## src/rtl/conv_frame_ctrl_if.sv

```systemverilog
// Payload handshake between a bit source and conv_frame_ctrl.
// The source drives in_valid/in_bit; the controller answers with in_ready.
interface conv_frame_ctrl_if;
  logic in_valid;
  logic in_bit;
  logic in_ready;

  modport master (output in_valid, output in_bit, input in_ready);
  modport slave  (input in_valid, input in_bit, output in_ready);
endinterface

```

## src/rtl/conv_frame_ctrl.sv

```systemverilog
// Frame controller feeding a convolutional encoder: FRAME_LEN payload bits, then TAIL_LEN zero flush bits.
// Define CONV_NOISE_INJ_EN to add alternating noise0/noise1 strobes every NOISE_GAP payload cycles.
module conv_frame_ctrl #(
  parameter int FRAME_LEN = 16,
  parameter int TAIL_LEN  = 2,
  parameter int NOISE_GAP = 5
) (
  input  logic                    clock,
  input  logic                    reset,
  input  logic                    start,
  conv_frame_ctrl_if.slave        pay,
  output logic                    enc_in,
  output logic                    noise0,
  output logic                    noise1,
  input  logic                    decosy,
  output logic                    busy,
  output logic                    done,
  output logic                    underrun,
  output logic [7:0]              sync_cnt
);

  typedef enum logic [1:0] {S_IDLE, S_DATA, S_TAIL, S_DONE} state_t;

  localparam logic [7:0] FRAME_LAST = 8'(FRAME_LEN - 1);
  localparam logic [7:0] TAIL_LAST  = (TAIL_LEN > 0) ? 8'(TAIL_LEN - 1) : 8'd0;
  localparam bit PARAMS_OK = (FRAME_LEN >= 1) && (FRAME_LEN <= 255) &&
                             (TAIL_LEN >= 0) && (NOISE_GAP >= 2) && (NOISE_GAP <= 255);

  state_t     state_q, state_d;
  logic [7:0] pay_cnt_q, pay_cnt_d;
  logic [7:0] tail_cnt_q, tail_cnt_d;
  logic [7:0] sync_cnt_q, sync_cnt_d;
  logic       enc_in_q, enc_in_d;
  logic       underrun_q, underrun_d;
  logic       start_acc;

  assign start_acc = (state_q == S_IDLE) && start;

  always_comb begin
    state_d    = state_q;
    pay_cnt_d  = pay_cnt_q;
    tail_cnt_d = tail_cnt_q;
    sync_cnt_d = sync_cnt_q;
    underrun_d = underrun_q;
    enc_in_d   = 1'b0;

    case (state_q)
      S_IDLE: begin
        if (start_acc) begin
          state_d    = S_DATA;
          pay_cnt_d  = 8'd0;
          tail_cnt_d = 8'd0;
          sync_cnt_d = 8'd0;
          underrun_d = 1'b0;
        end
      end
      S_DATA: begin
        // A missing bit still consumes its payload slot, sending a zero.
        enc_in_d = pay.in_valid & pay.in_bit;
        if (!pay.in_valid) underrun_d = 1'b1;
        if (pay_cnt_q == FRAME_LAST) begin
          pay_cnt_d = 8'd0;
          state_d   = (TAIL_LEN == 0) ? S_DONE : S_TAIL;
        end else begin
          pay_cnt_d = pay_cnt_q + 8'd1;
        end
      end
      S_TAIL: begin
        if (tail_cnt_q == TAIL_LAST) begin
          tail_cnt_d = 8'd0;
          state_d    = S_DONE;
        end else begin
          tail_cnt_d = tail_cnt_q + 8'd1;
        end
      end
      S_DONE: state_d = S_IDLE;
      default: state_d = S_IDLE;
    endcase

    if ((state_q != S_IDLE) && decosy && (sync_cnt_q != 8'hFF))
      sync_cnt_d = sync_cnt_q + 8'd1;
  end

  always_ff @(posedge clock) begin
    if (reset) begin
      state_q    <= S_IDLE;
      pay_cnt_q  <= 8'd0;
      tail_cnt_q <= 8'd0;
      sync_cnt_q <= 8'd0;
      enc_in_q   <= 1'b0;
      underrun_q <= 1'b0;
    end else begin
      state_q    <= state_d;
      pay_cnt_q  <= pay_cnt_d;
      tail_cnt_q <= tail_cnt_d;
      sync_cnt_q <= sync_cnt_d;
      enc_in_q   <= enc_in_d;
      underrun_q <= underrun_d;
    end
  end

  always_ff @(posedge clock) begin
    if (!reset) assert (PARAMS_OK);
  end

  assign pay.in_ready = (state_q == S_DATA);
  assign busy         = (state_q == S_DATA) || (state_q == S_TAIL);
  assign done         = (state_q == S_DONE);
  assign enc_in       = enc_in_q;
  assign underrun     = underrun_q;
  assign sync_cnt     = sync_cnt_q;

`ifdef CONV_NOISE_INJ_EN
  localparam logic [7:0] NOISE_LAST = 8'(NOISE_GAP - 1);

  logic [7:0] noise_cnt_q, noise_cnt_d;
  logic       noise_sel_q, noise_sel_d;
  logic       noise0_q, noise0_d;
  logic       noise1_q, noise1_d;

  always_comb begin
    noise_cnt_d = noise_cnt_q;
    noise_sel_d = noise_sel_q;
    noise0_d    = 1'b0;
    noise1_d    = 1'b0;
    if (start_acc) begin
      noise_cnt_d = 8'd0;
      noise_sel_d = 1'b0;
    end else if (state_q == S_DATA) begin
      // Strobe registers together with enc_in so it marks that same payload bit.
      if (noise_cnt_q == NOISE_LAST) begin
        noise_cnt_d = 8'd0;
        noise_sel_d = ~noise_sel_q;
        noise0_d    = ~noise_sel_q;
        noise1_d    = noise_sel_q;
      end else begin
        noise_cnt_d = noise_cnt_q + 8'd1;
      end
    end
  end

  always_ff @(posedge clock) begin
    if (reset) begin
      noise_cnt_q <= 8'd0;
      noise_sel_q <= 1'b0;
      noise0_q    <= 1'b0;
      noise1_q    <= 1'b0;
    end else begin
      noise_cnt_q <= noise_cnt_d;
      noise_sel_q <= noise_sel_d;
      noise0_q    <= noise0_d;
      noise1_q    <= noise1_d;
    end
  end

  assign noise0 = noise0_q;
  assign noise1 = noise1_q;
`else
  assign noise0 = 1'b0;
  assign noise1 = 1'b0;
`endif

endmodule

```

## src/flat_wrapper.sv

```systemverilog
// flat-port wrapper written by rule: the top's interface ports become plain ports
module conv_frame_ctrl_flat 
#(
  parameter int FRAME_LEN = 16,
  parameter int TAIL_LEN  = 2,
  parameter int NOISE_GAP = 5
)
  (clock, reset, start, enc_in, noise0, noise1, decosy, busy, done, underrun, sync_cnt, pay_in_valid, pay_in_bit, pay_in_ready);
  conv_frame_ctrl_if pay_i ();
  input  logic clock;
  input  logic reset;
  input  logic start;
  output logic enc_in;
  output logic noise0;
  output logic noise1;
  input  logic decosy;
  output logic busy;
  output logic done;
  output logic underrun;
  output logic [7:0] sync_cnt;
  input wire logic [$bits(pay_i.in_valid)-1:0] pay_in_valid;
  input wire logic [$bits(pay_i.in_bit)-1:0] pay_in_bit;
  output wire logic [$bits(pay_i.in_ready)-1:0] pay_in_ready;
  assign pay_i.in_valid = pay_in_valid;
  assign pay_i.in_bit = pay_in_bit;
  assign pay_in_ready = pay_i.in_ready;
  conv_frame_ctrl #(.FRAME_LEN(FRAME_LEN), .TAIL_LEN(TAIL_LEN), .NOISE_GAP(NOISE_GAP)) u_core (.clock(clock), .reset(reset), .start(start), .pay(pay_i), .enc_in(enc_in), .noise0(noise0), .noise1(noise1), .decosy(decosy), .busy(busy), .done(done), .underrun(underrun), .sync_cnt(sync_cnt));
endmodule
```

## config.mk

```make
export PLATFORM = sky130hd
export DESIGN_NAME = conv_frame_ctrl_flat
export DESIGN_NICKNAME = d
export VERILOG_FILES = /design/src/rtl/conv_frame_ctrl_if.sv /design/src/rtl/conv_frame_ctrl.sv /design/src/flat_wrapper.sv
export SDC_FILE = /design/constraint.sdc
export NUM_CORES = 1
export LEC_CHECK = 0
export CELL_PAD_IN_SITES_DETAIL_PLACEMENT = 1
export CELL_PAD_IN_SITES_GLOBAL_PLACEMENT = 1
export CORE_UTILIZATION = 40
export CTS_CLUSTER_DIAMETER = 150
export DETAILED_ROUTE_END_ITERATION = 10
export GPL_TIMING_DRIVEN = 1
export PLACE_DENSITY_LB_ADDON = 0.1
export RECOVER_POWER = 50
export SKIP_CTS_REPAIR_TIMING = 1
export SLEW_MARGIN = 15
export SYNTH_ARGS = -nofsm -noshare
export SYNTH_HDL_FRONTEND = slang
export SYNTH_SLANG_ARGS = --single-unit
```

## constraint.sdc

```tcl
create_clock -name clock -period 2.1 [get_ports clock]
set_input_delay 0.42 -clock clock [delete_from_list [all_inputs] [get_ports clock]]
set_output_delay 0.42 -clock clock [all_outputs]
set_load 0.05 [all_outputs]
```

==> results of run 1 <==
[sequential cells by signal, indices dropped and copies added (netlist names)]
signal,count
u_core.tail_cnt_q,8
u_core.enc_in,1
u_core.underrun,1
u_core.sync_cnt,8
u_core.pay_cnt_q,8
u_core.state_q,2
[worst max path at each step]
stage,cells after the start,end,from
CTS,1,sync_cnt[4],u_core.sync_cnt[4]$_SDFFE_PP0P_
floorplan,5,u_core.sync_cnt[5]$_SDFFE_PP0P_,u_core.sync_cnt[1]$_SDFFE_PP0P_
finish,1,sync_cnt[0],u_core.sync_cnt[0]$_SDFFE_PP0P_
global route,1,sync_cnt[0],u_core.sync_cnt[0]$_SDFFE_PP0P_
global placement,4,u_core.tail_cnt_q[1]$_SDFFE_PP0P_,start
detailed placement,4,u_core.tail_cnt_q[1]$_SDFFE_PP0P_,start
[per-stage QoR]
step / instances / area, um^2 / util [%] / setup WS, ns
3_5_place_dp: 220 / 1670 / 49.28 / 0.1547
2_1_floorplan: 158 / 1445 / - / 0.1979
4_1_cts: 224 / 1707 / 50.35 / 0.01482
3_3_place_gp: 220 / 1670 / 49.28 / 0.2599
5_1_grt: 224 / 1654 / 48.80 / 0.01919
6_report: 224 / 1654 / 48.80 / 0.1128
[cells in the final DEF, fill, tap and decap left out, types with 3 or more instances in the layout]
cell type | Yosys | layout
clkbuf_4 | 0 | 3
nor3b_1 | 3 | 4
nand3_1 | 5 | 5
nor2_1 | 20 | 20
xnor2_1 | 10 | 10
clkdlybuf4s50_1 | 0 | 10
nand2_1 | 10 | 10
clkbuf_1 | 2 | 8
inv_1 | 4 | 4
nand4_1 | 7 | 7
a21oi_1 | 4 | 4
nor2b_1 | 4 | 4
o21ai_0 | 3 | 3
a211o_1 | 3 | 3
nor3_1 | 6 | 6
xor2_1 | 4 | 4
ha_1 | 8 | 8
dfxtp_1 | 28 | 28
[per-layer routing]
| metal | GRT usage (%) | share of wire, % |
|---|---|---|
| met1 | 23.85 | 51 |
| met2 | 28.72 | 45 |
| met3 | 2.692 | 2.8 |
| met4 | 5.714 | 1.3 |
| met5 | 0 | 0 |
[cell families after synthesis]
logic type               count (synthesis)
AND/OR/NAND/NOR                         69
flip-flops                              28
AO/OA/AOI/OAI                           24
XOR/XNOR                                14
buffers and inverters                    9
adder cells (fa/ha/maj)                  8
multiplexers                             4
other                                    1
[area by class of cell]
| cell class | count | area [um^2] | share of cell area [%] |
|---|---|---|---|
| Multi-Input combinational cell | 121 | 837.1 | 50.61 |
| Sequential cell | 28 | 560.5 | 33.89 |
| Timing Repair Buffer | 21 | 147.6 | 8.926 |
| Tap cell | 46 | 57.56 | 3.480 |
| Clock buffer | 4 | 36.28 | 2.194 |
| Inverter | 4 | 15.01 | 0.9077 |
[power groups by stage]
stage	Combinational, mW	Sequential, mW	Clock, mW
final	0.778	0.639	0.266
after CTS	0.807	0.640	0.282
after global routing	0.850	0.649	0.298
after detailed placement	0.802	0.653	0
after global placement	0.782	0.648	0
after floorplan	0.574	0.678	0
[worst min-delay path: cells and delay by family, from the launching register on]
kind               cells  cell delay, ns
and+or+nand+nor        1            0.07
DFF                    1            0.38
AOI/OAI and AO/OA      1            0.05
==> flow_summary.json, run 1 <==
{
  "overflow": 0,
  "cp.arrival_ns": 1.57,
  "yosys.area_share.simple_pct": 26.04,
  "tightest_slew_ns": 0.6035,
  "regToRegSetupSlack_ns": 0.21,
  "synthArstFlopShare_pct": 0,
  "r2r-start": "u_core.state_q[1]$_SDFFE_PP0P_",
  "num-nets-final": 193,
  "max-slew-margin-rel_pct": 59.94,
  "grt_pass1_vias": 1086,
  "clock_latency_ns": 0.32,
  "p_per_area_nw_per_um2": 1017,
  "p_total_mw": 1.682,
  "post-synth-top-count-cell": "dfxtp_1",
  "diodes": 0,
  "fp.coreArea_um2": 3390,
  "finalMaxSlewViolations": 0,
  "synth_compound_area_share_pct": 13.45,
  "synthXorXnorAreaFrac_pct": 8.507,
  "drive_gt1_share_pct": 8.427,
  "cp_slowest_cell": "clkdlybuf4s50_1",
  "crit_path_max_incr_delay_ns": 0.83,
  "tns_ns": 0,
  "cts-htree-levels": 1,
  "synth_cell_types": 42,
  "initial_core_util_pct": 42.52,
  "p_comb_share_pct": 46.2,
  "hold_end": "u_core.pay_cnt_q[2]$_SDFFE_PP0P_",
  "cts.sinks": 28,
  "yosys-top-cells-area": "dfxtp_1 39%, ha_1 6.9%, xnor2_1 6.1%, nor2_1 5.2%, nand4_1 3.0%",
  "hold_path_class": "flip-flop to flip-flop",
  "ys_seq_area_share_pct": 38.89,
  "critical_path_buf_inv_count": 1,
  "power.leakage_nw": 0.6337,
  "synth_top_area_cell": "dfxtp_1",
  "drcViolationCount": 0,
  "p_sw_share_pct": 42.61,
  "synthFlopType": "dfxtp_1",
  "rows": 21,
  "holdCritStartpoint": "u_core.pay_cnt_q[2]$_SDFFE_PP0P_",
  "synthTopCellsByCount": "28 x dfxtp_1, 20 x nor2_1, 10 x nand2_1, 10 x xnor2_1, 8 x ha_1",
  "reg2reg_depth": 5,
  "hold_viol_final": 0,
  "synthesis.area_um2": 1441,
  "max_freq_ghz": 0.5032,
  "viasPerCell": 5.268,
  "gp_congestion": 0.7464,
  "seqPwrFrac_pct": 38.0,
  "synth.avg_cell_area_um2": 9.181,
  "cp_max_fo": 5,
  "status": "finished clean",
  "grt_usage_pct": 17.62,
  "wl_um": 3123,
  "fill_cells": 409,
  "finalSetupViolCount": 0,
  "power.internal_mw": 0.9655,
  "ys_warn_count": 0,
  "synthAdderAreaFrac_pct": 6.944,
  "path_clk_slew_ns": 0.15,
  "synth_edf_count": 0,
  "synth_top_area_share_pct": 38.89,
  "io_pins": 21,
  "maxCapViolations": 0,
  "grt_max_degree": 16,
  "die-area_um2": 3848,
  "crit_required_ns": 1.68,
  "period_share_pct": 94.63,
  "min_period_ns": 1.987,
  "syn_inst": 157,
  "irDropWorstVdd_uv": 949.6,
  "cp-start-kind": "flip-flop",
  "worstPathCellList": "clkdlybuf4s50_1",
  "crit_type": "flip-flop to output port",
  "vias": 1180,
  "clkPwrFrac_pct": 15.8,
  "cts_buffers": 3,
  "p_sw_mw": 0.7167,
  "clock_path_buffers": 2,
  "io_buffer_count": 18,
  "drt_pre_antenna_iters": 4,
  "clock_skew_ns": 0.009115,
  "path_delay_family": "buffers and inverters",
  "dpl.hpwl_um": 2333,
  "holdPathStages": 2,
  "rsz0062_at_grt": "false",
  "endpoint_kind": "output port",
  "antenna_left": 0,
  "synthMuxAreaShare_pct": 2.951,
  "die_h_um": 62.03,
  "cts_tree": "done",
  "hold_ws_ns": 0.5307,
  "grt_pass1_wl_um": 5023,
  "drtIter0Drc": 29,
  "cts-root-buf": "clkbuf_4",
  "synth_top_family_by_area": "simple AND/OR/NAND/NOR gates",
  "reg2reg_to": "u_core.tail_cnt_q[1]$_SDFFE_PP0P_",
  "wire_per_inst_um": 13.94,
  "syn2layout_area_growth_pct": 14.76,
  "grt_antenna_before_repair": 0,
  "synth-seq-cells": 28,
  "fp.dieW_um": 62.03
}
Power figures use the tool's default switching activity.
==> run 2, diff against run 1 <==
--- a/config.mk
+++ b/config.mk
@@ -12,9 +12,8 @@
 export DETAILED_ROUTE_END_ITERATION = 10
 export GPL_TIMING_DRIVEN = 1
 export PLACE_DENSITY_LB_ADDON = 0.1
-export RECOVER_POWER = 50
 export SKIP_CTS_REPAIR_TIMING = 1
-export SLEW_MARGIN = 15
+export SLEW_MARGIN = 25
 export SYNTH_ARGS = -nofsm -noshare
 export SYNTH_HDL_FRONTEND = slang
 export SYNTH_SLANG_ARGS = --single-unit
==> constraint.sdc (replaced) <==
create_clock -name clock -period 2.25 [get_ports clock]
set_input_delay 0.45 -clock clock [delete_from_list [all_inputs] [get_ports clock]]
set_output_delay 0.45 -clock clock [all_outputs]
set_load 0.05 [all_outputs]
==> run 2 against run 1 <==
Wire length up 1.3%. Clock power fell by 23%. Setup slack gained 0.015 ns. Sequential share of layout area down 0.83 points.
==> flow_summary.json, run 2 (synthesized netlist as in run 1, its figures left out) <==
{
  "drt_pre_antenna_iters": 4,
  "num-nets-final": 193,
  "tns_ns": 0,
  "grt_antenna_before_repair": 0,
  "viasPerCell": 5.318,
  "fin_ws_ns": 0.1273,
  "use_met3_pct": 3.106,
  "worstPathCellList": "ha_1 -> clkdlybuf4s50_1",
  "grt_pass1_wl_um": 5216,
  "regToRegSetupSlack_ns": 0.34,
  "antenna_left": 0,
  "max_freq_ghz": 0.4711,
  "cts.sinks": 28,
  "finalMaxSlewViolations": 0,
  "clock_path_buffers": 2,
  "stdcell_count": 223,
  "endpoint_kind": "output port",
  "busiest_layer": "met2",
  "layout_common_cells": "28 x dfxtp_1, 20 x nor2_1, 16 x clkdlybuf4s50_1",
  "fp.coreArea_um2": 3390,
  "period_share_pct": 94.34,
  "crit_required_ns": 1.80,
  "wire_per_inst_um": 14.19,
  "r2r-start": "u_core.state_q[1]$_SDFFE_PP0P_",
  "dp_slack_ns": 0.3042,
  "cp-endpoint": "done",
  "grt_pass1_vias": 1163,
  "cp-start-kind": "flip-flop",
  "fin_util_pct": 50.02,
  "initial_core_util_pct": 42.52,
  "fp.dieW_um": 62.03,
  "status": "finished clean",
  "grt_max_degree": 15,
  "cts-root-buf": "clkbuf_4",
  "reg2reg_depth": 5,
  "crit_path_start": "u_core.state_q[1]$_SDFFE_PP0P_",
  "drtIter0Drc": 70,
  "io_pins": 21,
  "io_buffer_count": 18,
  "power.leakage_nw": 0.6512,
  "diodes": 0,
  "irDropWorstVdd_uv": 951.9,
  "dpl.cell_count": 220,
  "gp_congestion": 0.7744,
  "vias": 1186,
  "rsz0062_at_grt": "false",
  "grt_usage_pct": 18.69,
  "max-slew-margin-rel_pct": 64.38,
  "cts_buffers": 3,
  "tightest_slew_ns": 0.5326,
  "dpl.hpwl_um": 2440,
  "min_period_ns": 2.123,
  "die_h_um": 62.03,
  "clock_skew_ns": 0.003864,
  "p_total_mw": 1.553,
  "crit_path_max_incr_delay_ns": 0.79,
  "globalRouteMet2Util_pct": 32.98,
  "finalSetupViolCount": 0,
  "hold_viol_final": 0,
  "syn2layout_area_growth_pct": 17.62,
  "reg2reg_to": "u_core.tail_cnt_q[1]$_SDFFE_PP0P_",
  "crit_type": "flip-flop to output port",
  "rows": 21,
  "final_common_cell": "dfxtp_1",
  "cp_slowest_cell": "clkdlybuf4s50_1",
  "cts-htree-levels": 1,
  "cts_tree": "done",
  "use_met1_pct": 23.12,
  "clock_latency_ns": 0.32,
  "drcViolationCount": 0,
  "hold_path_class": "flip-flop to flip-flop",
  "maxCapViolations": 0,
  "drive_gt1_share_pct": 9.605,
  "wl_um": 3165,
  "overflow": 0,
  "cp_max_fo": 3,
  "path_clk_slew_ns": 0.15,
  "die-area_um2": 3848,
  "cp.arrival_ns": 1.67,
  "p_per_area_nw_per_um2": 915.9
}
[run 2: changes by cell type in the layout (fill, tap and decap cells not counted), sizes merged]
cell	previous run	this run
buf	1	5
clkdlybuf4s50	10	16
clkbuf	14	3
[run 2: how the worst min path moves through the flow]
stage | startpoint | endpoint | slack, ns | cells after the start
2_1_floorplan | u_core.pay_cnt_q[2]$_SDFFE_PP0P_ | u_core.pay_cnt_q[2]$_SDFFE_PP0P_ | 0.47 | 2
5_1_grt | u_core.underrun$_SDFFE_PP0P_ | u_core.underrun$_SDFFE_PP0P_ | 0.57 | 2
6_report | u_core.pay_cnt_q[2]$_SDFFE_PP0P_ | u_core.pay_cnt_q[2]$_SDFFE_PP0P_ | 0.53 | 2
3_3_place_gp | u_core.pay_cnt_q[2]$_SDFFE_PP0P_ | u_core.pay_cnt_q[2]$_SDFFE_PP0P_ | 0.49 | 2
3_5_place_dp | u_core.pay_cnt_q[7]$_SDFFE_PP0P_ | u_core.pay_cnt_q[7]$_SDFFE_PP0P_ | 0.51 | 2
4_1_cts | u_core.pay_cnt_q[2]$_SDFFE_PP0P_ | u_core.pay_cnt_q[2]$_SDFFE_PP0P_ | 0.54 | 2
[run 2: cell type report]
cell class | instances | area [um^2]
clock buffer | 3 | 22.52
fill | 407 | 1694
inverter | 4 | 15.01
multi-input combinational | 121 | 842.1
sequential | 28 | 560.5
tap | 46 | 57.56
timing repair buffer | 21 | 197.7
[run 2: routing by layer]
| layer | routed length [um] | up-vias |
|---|---|---|
| met5 | 0 | - |
| met2 | 1612 | 20 |
| met3 | 92 | 2 |
| li1 | - | 599 |
| met4 | 18 | 0 |
| met1 | 1442 | 565 |
[run 2: critical path, delay by kind of cell, from the launching register on]
kind / cells / cell delay, ns
DFF: 1 / 0.39
adders and majority gates: 1 / 0.16
buffers and inverters: 1 / 0.79
[run 2: metrics by stage]
step / cell area [um^2] / hold slack [ns]
CTS: 1695 / 0.5376
global placement: 1673 / 0.4927
floorplan: 1445 / 0.4710
global route: 1695 / 0.5737
detailed placement: 1673 / 0.5058
finish: 1695 / 0.5328
[run 2: report_power, final]
| part | switching (mW) | internal, mW | total, mW |
|---|---|---|---|
| logic | 0.468 | 0.279 | 0.747 |
| registers | 0.0528 | 0.547 | 0.600 |
| clock network | 0.143 | 0.0627 | 0.206 |
==> variant, RTL diff (flow settings as in run 1) <==
The option `CONV_NOISE_INJ_EN` is turned on by a define.
--- a/src/rtl/conv_frame_ctrl.sv
+++ b/src/rtl/conv_frame_ctrl.sv
@@ -2,2 +2,4 @@
 // Define CONV_NOISE_INJ_EN to add alternating noise0/noise1 strobes every NOISE_GAP payload cycles.
+`define CONV_NOISE_INJ_EN
+
 module conv_frame_ctrl #(
Behaviour: not the same (Yosys sat finds a counterexample within 10 cycles, from zero or initial values and one cycle with reset high).
==> variant against run 1 <==
Design area up 39%; combinational power up 9.0%; critical path depth unchanged; sequential power increased by 33%; synthesized area grew 33%; sequential cell count increased by 11; setup slack got worse by 0.043 ns; clock power up 140%; wire length increased by 42%; power is 39% higher.
==> variant: results <==
set metrics [dict create \
    place_hpwl_um 3321 \
    cts_buffers 5 \
    clock_latency_ns 0.30 \
    min_path_cells 2 \
    drive_gt1_share_pct 8.907 \
    synth.most_common_cell "dfxtp_1" \
    htreeDepth 2 \
    synth_area_leaders "dfxtp_1 (41%), ha_1 (6.5%), nor2_1 (5.3%)" \
    synth_xor_area_share_pct 7.783 \
    drt_pass1_iterations 6 \
    outcome "finished, final reports clean" \
    port_buffers 20 \
    pre_cts_slack_ns 0.1833 \
    fin_skew_ns 0.006467 \
    nets 262 \
    critPathMaxStageDelay_ns 0.85 \
    worstHoldPathType "reg -> reg" \
    grt_max_degree 14 \
    cp_max_fo 7 \
    muxShareOfSynthArea_pct 2.158 \
    vias 1629 \
    peakVddDrop_mv 0.5252 \
    ctsRootBufferMaster "clkbuf_8" \
    grt_pass1_vias 1652 \
    r2r_cells 5 \
    gp_congestion 0.7467 \
    slew_headroom_pct 60.51 \
    synth-compound-area-share_pct 14.32 \
    clk_pin_slew_worst_paths_ns 0.08 \
    p_leak_nw 0.8568 \
    num-fill-cells 543 \
    wl_per_cell_um 14.81 \
    synth_fa_ha_area_share_pct 6.540 \
    drt_iter0_drc 74 \
    cpMaxStageDelayCell "clkdlybuf4s50_1" \
    seq_area_frac_synth_pct 40.81 \
    synth_commonest_cells "dfxtp_1 (39), nor2_1 (27), nand2_1 (17), nand3_1 (11), xnor2_1 (11)" \
    grt_pass1_wl_um 7631 \
    yosysUniqueCellTypes 43 \
    track_usage_pct 19.31 \
    cp_top_family "buffers and inverters" \
]
[variant: layer usage]
metal | vias to the layer above | part of all wire, % | global-route usage, %
li1 | 823 | - | -
met1 | 775 | 48 | 24.36
met2 | 24 | 47 | 31.11
met3 | 7 | 3.6 | 5.128
met4 | 0 | 1.6 | 8.222
met5 | - | 0 | 0
[variant: cells by family (layout without fill, tap and decap cells)]
family                   count (synthesis)  in the layout
flip-flops                              39             39
AND/OR/NAND/NOR                         97             97
buffers and inverters                   11             42
adder cells (fa/ha/maj)                 10             10
XOR/XNOR                                17             17
AO/OA/AOI/OAI                           38             38
multiplexers                             4              4
[variant: worst paths after layout]
path / startpoint / slack [ns] / end
max: u_core.sync_cnt[4] / 0.07 / sync_cnt[4]
min: u_core.tail_cnt_q[1] / 0.49 / u_core.tail_cnt_q[1]
max reg2reg: u_core.tail_cnt_q[0] / 0.20 / u_core.state_q[1]
min reg2reg: u_core.tail_cnt_q[1] / 0.49 / u_core.tail_cnt_q[1]
[variant: through the flow]
stage	util [%]	cell area (µm²)	std cells
5_1_grt	51.43	2301	299
2_1_floorplan	-	1913	216
3_3_place_gp	49.58	2218	291
4_1_cts	52.10	2331	299
6_report	51.43	2301	299
3_5_place_dp	49.58	2218	291
[variant: layout make-up]
cell class              count  area share, %
well taps                  52          2.828
inverters                   7          1.142
clock buffers               5          2.991
flip-flops and latches     39          33.93
clock inverters             3          1.903
multi-input cells         166          46.44
repair buffers             27          10.77
[variant: where the power goes]
part / internal [mW] / switching [mW] / leakage (nW)
sequential: 0.791 / 0.0583 / 0.315
clock: 0.354 / 0.283 / 0.0581
combinational: 0.316 / 0.532 / 0.484
[variant: tightest hold or removal path, stage by stage (launching register included)]
cell     delay, ns
dfxtp_1       0.34
nand2_1       0.06
a21oi_1       0.05
